[src/rtl/pipe_pkg.sv]
// Shared pipeline definitions for the hazard controller: FSM state type,
// forwarding-select encodings, the default memory-wait tolerance and a
// register-match helper used by both the forwarding and load-use logic.
package pipe_pkg;

    // Memory-wait supervisor states
    typedef enum logic [1:0] {
        ST_RUN   = 2'd0,
        ST_WAIT  = 2'd1,
        ST_ERROR = 2'd2
    } state_t;

    // ALU operand source selects
    localparam logic [1:0] FWD_RF  = 2'b00;
    localparam logic [1:0] FWD_WB  = 2'b01;
    localparam logic [1:0] FWD_MEM = 2'b10;

    // Consecutive memory-wait cycles tolerated before giving up
    localparam int TIMEOUT_DEFAULT = 15;

    // Pipeline register control bundle produced by the hazard unit
    typedef struct packed {
        logic pc_enable;
        logic stall_d;
        logic freeze;
        logic flush_d;
        logic flush_e;
        logic flush_m;
        logic bubble_w;
    } ctrl_t;

    // True when a producer destination is a real register (not r0) and
    // matches the consumer source register.
    function automatic logic reg_match(input logic [4:0] dst, input logic [4:0] src);
        return (dst != 5'd0) && (dst == src);
    endfunction

endpackage

[src/rtl/fwd_sel.sv]
// Forwarding select for one ALU operand. The MEM-stage result is the newer
// value, so it wins over the WB-stage result when both target the source.
module fwd_sel
    import pipe_pkg::*;
(
    input  logic [4:0] src,
    input  logic [9:0] regs,
    input  logic [1:0] writes,
    output logic [1:0] sel
);

    logic [4:0] write_reg_m;
    logic [4:0] write_reg_w;
    logic       reg_write_m;
    logic       reg_write_w;

    assign write_reg_m = regs[9:5];
    assign write_reg_w = regs[4:0];
    assign reg_write_m = writes[1];
    assign reg_write_w = writes[0];

    // Pick the youngest in-flight producer of the source register
    always_comb begin
        sel = FWD_RF;
        if (reg_write_m && reg_match(write_reg_m, src)) begin
            sel = FWD_MEM;
        end else if (reg_write_w && reg_match(write_reg_w, src)) begin
            sel = FWD_WB;
        end
    end

endmodule

[src/rtl/hazard_ctrl.sv]
// Pipeline hazard controller: operand forwarding, load-use stall, branch
// flush and data-memory wait handling with a timeout into a sticky error
// state. Also keeps a saturating count of stalled fetch cycles.
module hazard_ctrl
    import pipe_pkg::*;
#(
    parameter int TIMEOUT = TIMEOUT_DEFAULT
) (
    input  logic        CLK,
    input  logic        RESET,
    input  logic [4:0]  Rs_D,
    input  logic [4:0]  Rt_D,
    input  logic [4:0]  Rs_E,
    input  logic [4:0]  Rt_E,
    input  logic [4:0]  WriteReg_E,
    input  logic [4:0]  WriteReg_M,
    input  logic [4:0]  WriteReg_W,
    input  logic        RegWrite_M,
    input  logic        RegWrite_W,
    input  logic        Load_E,
    input  logic        MemReq_M,
    input  logic        MemReady,
    input  logic        BranchTaken_M,
    output logic        PCEnable,
    output logic        StallD,
    output logic        Freeze,
    output logic        FlushD,
    output logic        FlushE,
    output logic        FlushM,
    output logic        BubbleW,
    output logic [1:0]  ForwardAE,
    output logic [1:0]  ForwardBE,
    output logic [31:0] StallCount,
    output logic        MemTimeout
);

    localparam logic [3:0] TIMEOUT_CNT = 4'(TIMEOUT);

    state_t      state_q, state_d;
    logic [3:0]  wait_cnt_q, wait_cnt_d;
    logic [31:0] stall_count_q, stall_count_d;
    logic        mem_timeout_q, mem_timeout_d;

    logic        mem_wait;
    logic        load_use;
    logic [1:0]  fwd_a_raw;
    logic [1:0]  fwd_b_raw;
    ctrl_t       ctrl;

    assign mem_wait = MemReq_M & ~MemReady;
    assign load_use = Load_E & (reg_match(WriteReg_E, Rs_D) | reg_match(WriteReg_E, Rt_D));

    fwd_sel u_fwd_a (
        .src    (Rs_E),
        .regs   ({WriteReg_M, WriteReg_W}),
        .writes ({RegWrite_M, RegWrite_W}),
        .sel    (fwd_a_raw)
    );

    fwd_sel u_fwd_b (
        .src    (Rt_E),
        .regs   ({WriteReg_M, WriteReg_W}),
        .writes ({RegWrite_M, RegWrite_W}),
        .sel    (fwd_b_raw)
    );

    // Forwarding is suppressed while the pipeline is held in reset
    always_comb begin
        ForwardAE = fwd_a_raw;
        ForwardBE = fwd_b_raw;
        if (RESET) begin
            ForwardAE = FWD_RF;
            ForwardBE = FWD_RF;
        end
    end

    // Pipeline control by priority: reset, error/memory wait, branch, load-use.
    // A branch seen during a wait is simply held in EX/MEM by the freeze and
    // takes effect on the first non-wait cycle, so it flushes only once.
    always_comb begin
        ctrl = '0;
        ctrl.pc_enable = 1'b1;
        if (RESET) begin
            ctrl.pc_enable = 1'b0;
            ctrl.flush_d   = 1'b1;
            ctrl.flush_e   = 1'b1;
            ctrl.flush_m   = 1'b1;
            ctrl.bubble_w  = 1'b1;
        end else if ((state_q == ST_ERROR) || mem_wait) begin
            ctrl.pc_enable = 1'b0;
            ctrl.stall_d   = 1'b1;
            ctrl.freeze    = 1'b1;
            ctrl.bubble_w  = 1'b1;
        end else if (BranchTaken_M) begin
            ctrl.flush_d   = 1'b1;
            ctrl.flush_e   = 1'b1;
            ctrl.flush_m   = 1'b1;
        end else if (load_use) begin
            ctrl.pc_enable = 1'b0;
            ctrl.stall_d   = 1'b1;
            ctrl.flush_e   = 1'b1;
        end
    end

    assign PCEnable = ctrl.pc_enable;
    assign StallD   = ctrl.stall_d;
    assign Freeze   = ctrl.freeze;
    assign FlushD   = ctrl.flush_d;
    assign FlushE   = ctrl.flush_e;
    assign FlushM   = ctrl.flush_m;
    assign BubbleW  = ctrl.bubble_w;

    // Memory-wait supervisor: tracks the current run of wait cycles and
    // drops into ERROR once the run exceeds the tolerated length
    always_comb begin
        state_d = state_q;
        if (RESET) begin
            state_d = ST_RUN;
        end else begin
            case (state_q)
                ST_RUN: begin
                    if (mem_wait) begin
                        state_d = ST_WAIT;
                    end
                end
                ST_WAIT: begin
                    if (!mem_wait) begin
                        state_d = ST_RUN;
                    end else if (wait_cnt_q == TIMEOUT_CNT) begin
                        state_d = ST_ERROR;
                    end
                end
                ST_ERROR: begin
                    state_d = ST_ERROR;
                end
                default: begin
                    state_d = ST_RUN;
                end
            endcase
        end
    end

    // Consecutive wait-cycle counter, held at all-ones rather than wrapping
    always_comb begin
        wait_cnt_d = 4'd0;
        if (!RESET && mem_wait) begin
            wait_cnt_d = (wait_cnt_q == 4'hF) ? 4'hF : wait_cnt_q + 4'd1;
        end
    end

    // Saturating count of fetch-stalled cycles; the error state is excluded
    // because nothing is making progress there anyway
    always_comb begin
        stall_count_d = stall_count_q;
        if (RESET) begin
            stall_count_d = 32'd0;
        end else if (!ctrl.pc_enable && (state_q != ST_ERROR) &&
                     (stall_count_q != 32'hFFFF_FFFF)) begin
            stall_count_d = stall_count_q + 32'd1;
        end
    end

    // Sticky timeout flag, raised on the same edge that enters ERROR
    always_comb begin
        mem_timeout_d = mem_timeout_q;
        if (RESET) begin
            mem_timeout_d = 1'b0;
        end else if (state_d == ST_ERROR) begin
            mem_timeout_d = 1'b1;
        end
    end

    // State registers; reset is folded into the next-state logic above
    always_ff @(posedge CLK) begin
        state_q       <= state_d;
        wait_cnt_q    <= wait_cnt_d;
        stall_count_q <= stall_count_d;
        mem_timeout_q <= mem_timeout_d;
    end

    assign StallCount = stall_count_q;
    assign MemTimeout = mem_timeout_q;

endmodule

[config.mk]
export PLATFORM = sky130hd
export DESIGN_NAME = hazard_ctrl
export DESIGN_NICKNAME = d
export VERILOG_FILES = /design/src/rtl/pipe_pkg.sv /design/src/rtl/fwd_sel.sv /design/src/rtl/hazard_ctrl.sv
export SDC_FILE = /design/constraint.sdc
export NUM_CORES = 1
export LEC_CHECK = 0
export ABC_AREA = 1
export CORE_MARGIN = 5
export CORE_UTILIZATION = 52
export CTS_CLUSTER_DIAMETER = 100
export CTS_CLUSTER_SIZE = 40
export DETAILED_ROUTE_END_ITERATION = 10
export MAX_ROUTING_LAYER = met4
export PLACE_DENSITY = 0.92
export SLEW_MARGIN = 5
export SYNTH_ARGS = -nofsm -noshare
export SYNTH_HDL_FRONTEND = slang
export SYNTH_SLANG_ARGS = --single-unit
[constraint.sdc]
create_clock -name CLK -period 3.6 [get_ports CLK]
set_clock_uncertainty 0.1 [all_clocks]
set_input_delay 0.72 -clock CLK [delete_from_list [all_inputs] [get_ports CLK]]
set_output_delay 0.72 -clock CLK [all_outputs]
set_load 0.02 [all_outputs]
Yosys cells after proc, flatten, opt, wreduce, memory -nomap -nowiden
Index checks and enable logic that the tools add are counted.
- memories: 0
- output and inout bits: 44
- input port bits: 43
- word-level logic and storage cells: 65
- flip-flop bits (word level): 39
- bits in read-only memories: 0
- latch bits: 0
- bits in writable memories: 0
- div/mod/pow operators: 0
- mux-type cells: 23
- bitwise operators: 4
- shifts and indexed selects: 0
- $lt $le $gt $ge: 0
- reductions and logical operators: 20
- add/sub/neg operators: 2
- eq/ne operators: 12
- multipliers: 0
- operators by type and width (operator ; count):
    $add A32 B1 Y32 const B ; 1
    $ne A32 B32 Y1 const B ; 1
    $eq A5 B5 Y1 ; 6
    $mux W2 ; 12
    $reduce_bool A5 Y1 ; 3
    $logic_and A1 B1 Y1 ; 13
    $mux W4 ; 2
    $mux W1 ; 7
    $pmux W2 S3 ; 1
    $add A4 B1 Y4 const B ; 1
    $eq A2 B2 Y1 const B ; 2
    $eq A4 B4 Y1 const B ; 1
    $mux W3 ; 1
    $and A1 B1 Y1 ; 2
    $eq A2 B1 Y1 const B ; 1
    $logic_not A1 Y1 ; 2
    $logic_not A2 Y1 ; 1
    $ne A2 B2 Y1 const B ; 1
    $logic_or A1 B1 Y1 ; 1
    $not A1 Y1 ; 1
    $or A1 B1 Y1 ; 1

Depth between registers and ports, before layout
Gate-level depths: netlist of run 1.
- depth in word-level cells: 11
- mapped depth: 13
- mapped depth without buffers: 12

Hierarchy
From an unflattened synthesis of run 1, not the netlist that was laid out.
- cell total of the unflattened synthesis: 579
- area, all modules: 3229.3 µm²
- by module, submodules not included (module ; cells each ; seq. area each (µm²) ; times used ; area an instance (µm²)):
    hazard_ctrl ; 469 ; 780.7 ; 1 ; 2793.9
    fwd_sel ; 55 ; 0.0 ; 2 ; 217.7

Worst setup path before layout of run 1
Ideal clock, no wire load.
- path kind: in2out
- start: in MemReq_M
- end: out FlushM
- slack: 1057 ps
- stages: 6
- arrival: 1723 ps
- data required time: 2780 ps
- path buffers: 1
- path through: inv_1 -> nor2_1 -> inv_1 -> nand2_1 -> o21ai_0 -> buf_4
- word-level cells in the longest chain between the ends: 4
- RTL lines (what ; line ; RTL):
    start: declaration ; hazard_ctrl.sv:21 ; input logic MemReq_M,
    $and A1 B1 Y1 ; hazard_ctrl.sv:50 ; assign mem_wait = MemReq_M & ~MemReady;
    $logic_or A1 B1 Y1 ; hazard_ctrl.sv:89 ; end else if ((state_q == ST_ERROR) || mem_wait) begin
    $mux W3 ; hazard_ctrl.sv:89 ;
    $mux W4 ; hazard_ctrl.sv:83 ; if (RESET) begin
    end: declaration ; hazard_ctrl.sv:29 ; output logic FlushM,
Every way passes these cells.

Worst setup path after layout of run 1
- start: in WriteReg_M[3]
- end: out ForwardBE[1]
- word-level cells in the longest chain between the ends: 5
- elaborated cells on any way between the ends: 6
- classes of those cells: 1 x eq/ne; 2 x mux; 3 x reduce/logical
- RTL lines (what ; line ; RTL):
    start: declaration ; hazard_ctrl.sv:16 ; input logic [4:0] WriteReg_M,
    $eq A5 B5 Y1 / $reduce_bool A5 Y1 (equally long branches) ; pipe_pkg.sv:35 ; return (dst != 5'd0) && (dst == src);
    $logic_and A1 B1 Y1 (*) ; pipe_pkg.sv:35 ;
    $logic_and A1 B1 Y1 (*) ; fwd_sel.sv:25 ; if (reg_write_m && reg_match(write_reg_m, src)) begin
    $mux W2 (*) ; fwd_sel.sv:25 ;
    $mux W2 (*) ; hazard_ctrl.sv:71 ; if (RESET) begin
    end: declaration ; hazard_ctrl.sv:32 ; output logic [1:0] ForwardBE,
Every way passes the cells marked *; elsewhere a longest branch is shown, timed or not.

==> results of run 1 <==
==> through the flow <==
step,util,setup slack [ps],cells
after floorplan,-,1060,517
after global placement,0.681,226,665
after detailed placement,0.681,126,665
after CTS,0.699,102,673
after global routing,0.699,3.52,673
final,0.699,110,673
==> power breakdown <==
group	switching (mW)	internal, mW
Clock	0.157	0.175
Sequential	0.00387	0.435
Combinational	0.0924	0.0842
==> cell usage after synthesis <==
| cell | count |
|---|---|
| and3_1 | 1 |
| or3_1 | 1 |
| buf_6 | 2 |
| clkbuf_1 | 12 |
| ha_1 | 2 |
| a21oi_1 | 33 |
| nor2_4 | 1 |
| buf_4 | 1 |
| nor4_1 | 3 |
| nor2_2 | 5 |
| nand3_1 | 32 |
| nand4_1 | 35 |
| nand2_1 | 147 |
| nand4_4 | 1 |
| xor2_1 | 18 |
| o221ai_1 | 1 |
| nand3_4 | 1 |
| inv_1 | 71 |
| inv_2 | 3 |
| dfxtp_1 | 39 |
| a221oi_1 | 1 |
| xnor2_1 | 12 |
| nor2_1 | 69 |
| or2_2 | 3 |
| nand3b_1 | 4 |
| nor3b_2 | 1 |
| o22ai_1 | 2 |
| nand2_2 | 2 |
| o21ai_0 | 7 |
| nor3_1 | 5 |
| buf_2 | 2 |
==> worst max-delay path by stage <==
| stage | from | to | slack, ps |
|---|---|---|---|
| after floorplan | MemReq_M | FlushM | 1060 |
| after global placement | WriteReg_E[4] | FlushE | 230 |
| after detailed placement | WriteReg_E[0] | FlushE | 130 |
| after CTS | WriteReg_E[0] | FlushE | 100 |
| after global routing | WriteReg_M[3] | ForwardBE[1] | 4 |
| final | WriteReg_M[3] | ForwardBE[1] | 110 |
==> layer usage <==
layer / wire, um / vias up / part of all wire / track usage
met3: 841 / 34 / 0.090 / 0.0504
met4: 276 / 0 / 0.030 / 0.108
met2: 4590 / 190 / 0.49 / 0.452
met1: 3590 / 1681 / 0.39 / 0.294
li1: - / 1810 / - / -
met5: 0 / - / 0 / -
==> layout make-up <==
class,count,area (um^2)
clock buffers,8,100
fillers,540,1750
inverters,74,278
multi-input cells,387,1920
flip-flops and latches,39,781
well taps,75,93.8
repair buffers,90,893
==> sequential cells by signal (all words and copies together), names as in the netlist <==
name        count
MemTimeout      1
state_q         2
StallCount     32
wait_cnt_q      4
==> cell families after synthesis <==
| family | count (synthesis) | share of synthesized area |
|---|---|---|
| simple gates | 311 | 0.458 |
| buf+inv | 91 | 0.118 |
| compound gates | 44 | 0.0752 |
| flops | 39 | 0.255 |
| xor+xnor | 30 | 0.0858 |
| fa+ha+maj | 2 | 0.00817 |
==> repair_timing <==
| item | CTS | global route |
|---|---|---|
| resized for setup | 0 | 1 |
| hold endpoints to repair | 0 | 0 |
| setup endpoints to repair | 0 | 1 |
==> summary.md, run 1 <==
| Metric | Value |
|---|---|
| Fraction of the yosys area taken by sequential cells | `0.255` |
| Core Region | `5820 um^2` |
| Most common cell after layout, fill and taps aside | `nand2_1` |
| Synth area leader | `dfxtp_1` |
| Main area contributors after synthesis | `dfxtp_1, nand2_1, inv_1` |
| Number of port buffers | `86` |
| Reg2reg path depth | `9` |
| Total Wirelength | `about 9.3 mm` |
| Clock Latency Late Sink | `around 300 ps` |
| Crit path max-delay family | `buffers and inverters` |
| H-tree depth | `2` |
| Vias/cell | `about 5.5` |
| CP Depth | `7` |
| Ports | `87` |
| Synth Net Count | `562` |
| Vias in the first global route | `about 3600` |
| CTS Sinks | `39` |
| Final hold vios | `0` |
| Max-slew violations | `0` |
| Final setup fails | `0` |
| Synthesis-to-layout area growth | `32.7%` |
| Kind of critical path | `input pin to output port` |
| Starting Density | `0.527` |
| Count of different cell masters after synthesis | `31` |
| Post-route ant nets | `0` |
| Post-synth top area share | `0.255` |
| Fin crit period | `between 3000 and 4000 ps` |
| Critical path cell sequence | `clkdlybuf4s50_1, inv_1, o21ai_0, nor4_1, nand3_1, nor2_1, clkdlybuf4s50_1` |
| Worst r2r dst | `StallCount[1]` |
| Highest clock rate | `286 MHz` |
| Critical path's largest stage delay | `~620 ps` |
| Fin nets | `~640` |
| Critical path's most frequent cell | `clkdlybuf4s50_1` |
| Num rows | `28` |
| Antenna Diode Count | `0` |
| Worst hold slack | `roughly 370 ps` |
| Worst path slowest cell | `clkdlybuf4s50_1` |
| Clock-pin slew on the worst setup and hold paths | `approximately 70 ps` |
| CP Launch Type | `input pin` |
| CP endpoint kind | `output port` |
| CTS hold repair buffers | `0` |
| Leakage | `roughly 1.7 nW` |
| Die X | `between 80 and 90 um` |
| Total number of vias | `around 3700` |
| Hold Startpoint | `state_q[1]` |
| Per-cell routed wire length | `between 10 and 15 um` |
| Max_slew headroom | `0.701` |
| GRT Util Overall | `0.261` |
| Largest net degree at the start of global routing | `42` |
| Most frequent cells in the layout | `nand2_1, clkdlybuf4s50_1, inv_1` |
| Die Y | `between 80 and 90 um` |
| Die footprint | `roughly 7500 um^2` |
| Remaining DRCs | `0` |
| Warnings from Yosys | `0` |
| Critical path peak fanout | `4` |
| CTS tree | `built` |
| Max-cap viol count | `0` |
| Clock Root Buffer | `clkbuf_8` |
| Total gr overflow | `0` |
| Setup TNS | `0 ps` |
| CTS buffer count | `5` |
| HPWL after detailed placement | `slightly above 7 mm` |
| RR Startpoint | `StallCount[0]` |
| DRT Pass-1 Iters | `7` |
| Hold Path Depth | `1` |
| Synthesized area per cell | `between 5 and 6 um^2` |
| Slew at the pin closest to its max-slew limit | `447 ps` |
| FF+latch count, synth | `39` |
| Unrepaired setup endpoints after global routing | `no` |
| Layout cells sized above 1 | `0.0468` |
| FF-to-FF setup slack | `1180 ps` |
| Final Cycle Share | `0.970` |
| Dpl cell area | `roughly 4000 um^2` |
| Post-synthesis cell area | `3060 um^2` |
| Antenna violations before repair | `0` |
| Placer Congestion | `approximately 0.93` |
| Worst VDD drop | `166 uV` |
| Hold Path Class | `flip-flop to flip-flop` |
| Post-CTS Setup Inserts | `0` |
| Drt first-iter violations | `about 250` |
| Status | `finished clean` |
| CP bufs+invs | `3` |
| Final total power | `947 uW` |
| Hold EP | `state_q[0]` |
| CTS Buffer Depth | `2` |
| Crit path arrival time | `approximately 2700 ps` |
| First-pass GRT wire length | `15.7 mm` |
| Worst EP required | `around 2800 ps` |
| Mapped Cells | `just over 500` |
| Final instance area | `slightly above 4000 um^2` |
| PwrDens | `roughly 230 nW/um^2` |
(Power assumes the default switching activity.)
==> inputs of run 2 (changes only) <==
--- a/config.mk
+++ b/config.mk
@@ -13,7 +13,7 @@
 export DETAILED_ROUTE_END_ITERATION = 10
 export MAX_ROUTING_LAYER = met4
 export PLACE_DENSITY = 0.92
-export SLEW_MARGIN = 5
+export SLEW_MARGIN = 25
 export SYNTH_ARGS = -nofsm -noshare
 export SYNTH_HDL_FRONTEND = slang
 export SYNTH_SLANG_ARGS = --single-unit
==> results of run 2 <==
Final layout, timing and power as in run 1 (identical DEF).
==> inputs of run 3 (changes only) <==
--- a/config.mk
+++ b/config.mk
@@ -11,6 +11,7 @@
 export CTS_CLUSTER_DIAMETER = 100
 export CTS_CLUSTER_SIZE = 40
 export DETAILED_ROUTE_END_ITERATION = 10
+export GPL_ROUTABILITY_DRIVEN = 0
 export MAX_ROUTING_LAYER = met4
 export PLACE_DENSITY = 0.92
 export SLEW_MARGIN = 25
==> summary.md, run 3 (synthesized netlist as in run 1, its figures left out) <==
| Metric | Value |
|---|---|
| Status | `finished clean` |
| Reg2reg path depth | `9 (unchanged)` |
| Total number of vias | `3693 (-0.59%)` |
| FF-to-FF setup slack | `1130 ps (-50 ps)` |
| Hold Path Class | `flip-flop to flip-flop` |
| CTS tree | `built` |
| Vias/cell | `5.49 (-0.59%)` |
| Most frequent cells in the layout | `nand2_1, clkdlybuf4s50_1, inv_1` |
| CP bufs+invs | `3 (unchanged)` |
| Critical path's most frequent cell | `nand2_1` |
| Multi-input gate area | `1920 um^2 (unchanged)` |
| DRT Pass-1 Iters | `5 (-2)` |
| Total Wirelength | `8.93 mm (-3.9%)` |
| Worst hold slack | `360 ps (-12.4 ps)` |
| Antenna Diode Count | `0 (unchanged)` |
| CTS buffer count | `5 (unchanged)` |
| Max-cap viol count | `0 (unchanged)` |
| Fin crit period | `3440 ps (-53.9 ps)` |
| Vias in the first global route | `3394 (-6.4%)` |
| Crit path arrival time | `2620 ps (-50 ps)` |
| Max-slew violations | `0 (unchanged)` |
| CP Depth | `10 (+3)` |
| Most common cell after layout, fill and taps aside | `nand2_1` |
| GR Util met2 | `0.414 (-0.0382)` |
| HPWL after detailed placement | `6.72 mm (-7.1%)` |
| Worst r2r dst | `StallCount[23]` |
| CP endpoint kind | `output port` |
| Post-CTS Setup Inserts | `0 (unchanged)` |
| Starting Density | `0.527 (unchanged)` |
| Per-cell routed wire length | `13.3 um (-3.9%)` |
| Post-CTS sizing | `0 (unchanged)` |
| Setup TNS | `0 ps (unchanged)` |
| Layout cells sized above 1 | `0.0485 (+0.00167)` |
| Worst VDD drop | `255 uV (+54%)` |
| Antenna violations before repair | `0 (unchanged)` |
| Fin nets | `642 (unchanged)` |
| Critical path's largest stage delay | `650 ps (+30 ps)` |
| CP Launch Point | `WriteReg_E[3]` |
| GRT Util Overall | `0.246 (-0.0154)` |
| Post-route ant nets | `0 (unchanged)` |
| Synthesis-to-layout area growth | `33.2%` |
| Critical Path End | `FlushE` |
| FF+latch area | `781 um^2 (unchanged)` |
| First-pass GRT wire length | `14.7 mm (-6.3%)` |
| Die Y | `86.8 um (unchanged)` |
| Core Region | `5820 um^2 (unchanged)` |
| Ports | `87 (unchanged)` |
| Remaining DRCs | `0 (unchanged)` |
| Clock Root Buffer | `clkbuf_8` |
| Leakage | `1.68 nW (+0.26%)` |
| Final Cycle Share | `0.955 (-0.0150)` |
| Die footprint | `7530 um^2 (unchanged)` |
| Max reg flops | `32 (unchanged)` |
| Highest clock rate | `291 MHz (+1.6%)` |
| Total gr overflow | `0 (unchanged)` |
| CTS hold repair buffers | `0 (unchanged)` |
| Worst path slowest cell | `clkdlybuf4s50_1` |
| Worst EP required | `2780 ps (about the same)` |
| Number of port buffers | `86 (unchanged)` |
| Final hold vios | `0 (unchanged)` |
| Critical path peak fanout | `3 (-1)` |
| Place WS | `195 ps (+68.8 ps)` |
| CTS Sinks | `39 (unchanged)` |
| GRT busiest layer | `met2` |
| Filler cells | `500 (-7.4%)` |
| CTS Buffer Depth | `2 (unchanged)` |
| Final total power | `995 uW (+5.0%)` |
| Met1 Usage GRT | `0.281 (-0.0127)` |
| Final setup fails | `0 (unchanged)` |
| H-tree depth | `2 (unchanged)` |
| Largest net degree at the start of global routing | `42 (unchanged)` |
| PwrDens | `244 nW/um^2 (+4.6%)` |
| Num rows | `28 (unchanged)` |
| Crit path max-delay family | `buffers and inverters` |
| RR Startpoint | `StallCount[0]` |
| Critical path cell sequence | `clkdlybuf4s50_1, inv_1, nand2_1, nand2_1, nor2_1, nand3_1, nand2_1, a21oi_1, o21ai_0, clkdlybuf4s50_1` |
| CP Launch Type | `input pin` |
| Slew at the pin closest to its max-slew limit | `465 ps (+17.8 ps)` |
| Drt first-iter violations | `331 (+31%)` |
| Unrepaired setup endpoints after global routing | `no` |
| GR Util met3 | `0.0570 (+0.00665)` |
| Max_slew headroom | `0.689 (-0.0119)` |
| Clock Latency Late Sink | `300 ps (about the same)` |
| Die X | `86.8 um (unchanged)` |
| Clock-pin slew on the worst setup and hold paths | `70 ps (about the same)` |
| Crit path setup slack, layout | `163 ps (+53.9 ps)` |
| Kind of critical path | `input pin to output port` |
## run 3: area by class of cell
type,count,share of cell area
Sequential cell,39,0.191
Tap cell,75,0.0230
Multi-Input combinational cell,387,0.470
Timing Repair Buffer,90,0.218
Clock inverter,2,0.00859
Clock buffer,6,0.0202
Inverter,74,0.0681
## run 3: power by group
part	leakage [nW]	switching, mW	internal [mW]	total, mW
logic	1.30	0.0886	0.0842	0.173
registers	0.315	0.00415	0.435	0.439
clock network	0.0612	0.158	0.224	0.383
## run 3: how the worst min path moves through the flow
stage,depth (start not counted),endpoint,start,slack (ps)
CTS,1,state_q[0],state_q[1],360
detailed placement,1,state_q[0],state_q[1],340
floorplan,1,state_q[0],state_q[1],320
global route,1,state_q[0],state_q[1],370
finish,1,state_q[0],state_q[1],360
global placement,1,state_q[0],state_q[1],330
## run 3: routing by layer
metal / vias up / share of wire
met4: 0 / 0.028
met5: - / 0
li1: 1815 / -
met1: 1659 / 0.40
met3: 30 / 0.088
met2: 189 / 0.49
## run 3: per-stage QoR
step	area (um^2)	utilization	std cells
floorplan	3060	-	517
global placement	3960	0.681	665
detailed placement	3960	0.681	665
CTS	4080	0.702	673
global route	4080	0.702	673
finish	4080	0.702	673
## run 3: worst register-to-register path: cells and delay by family (launching register included)
kind | cells | cell delay [ps]
AND/OR/NAND/NOR | 7 | 1490
adder cells (fa/ha/maj) | 1 | 270
AO/OA/AOI/OAI | 1 | 150
flip-flops | 1 | 390
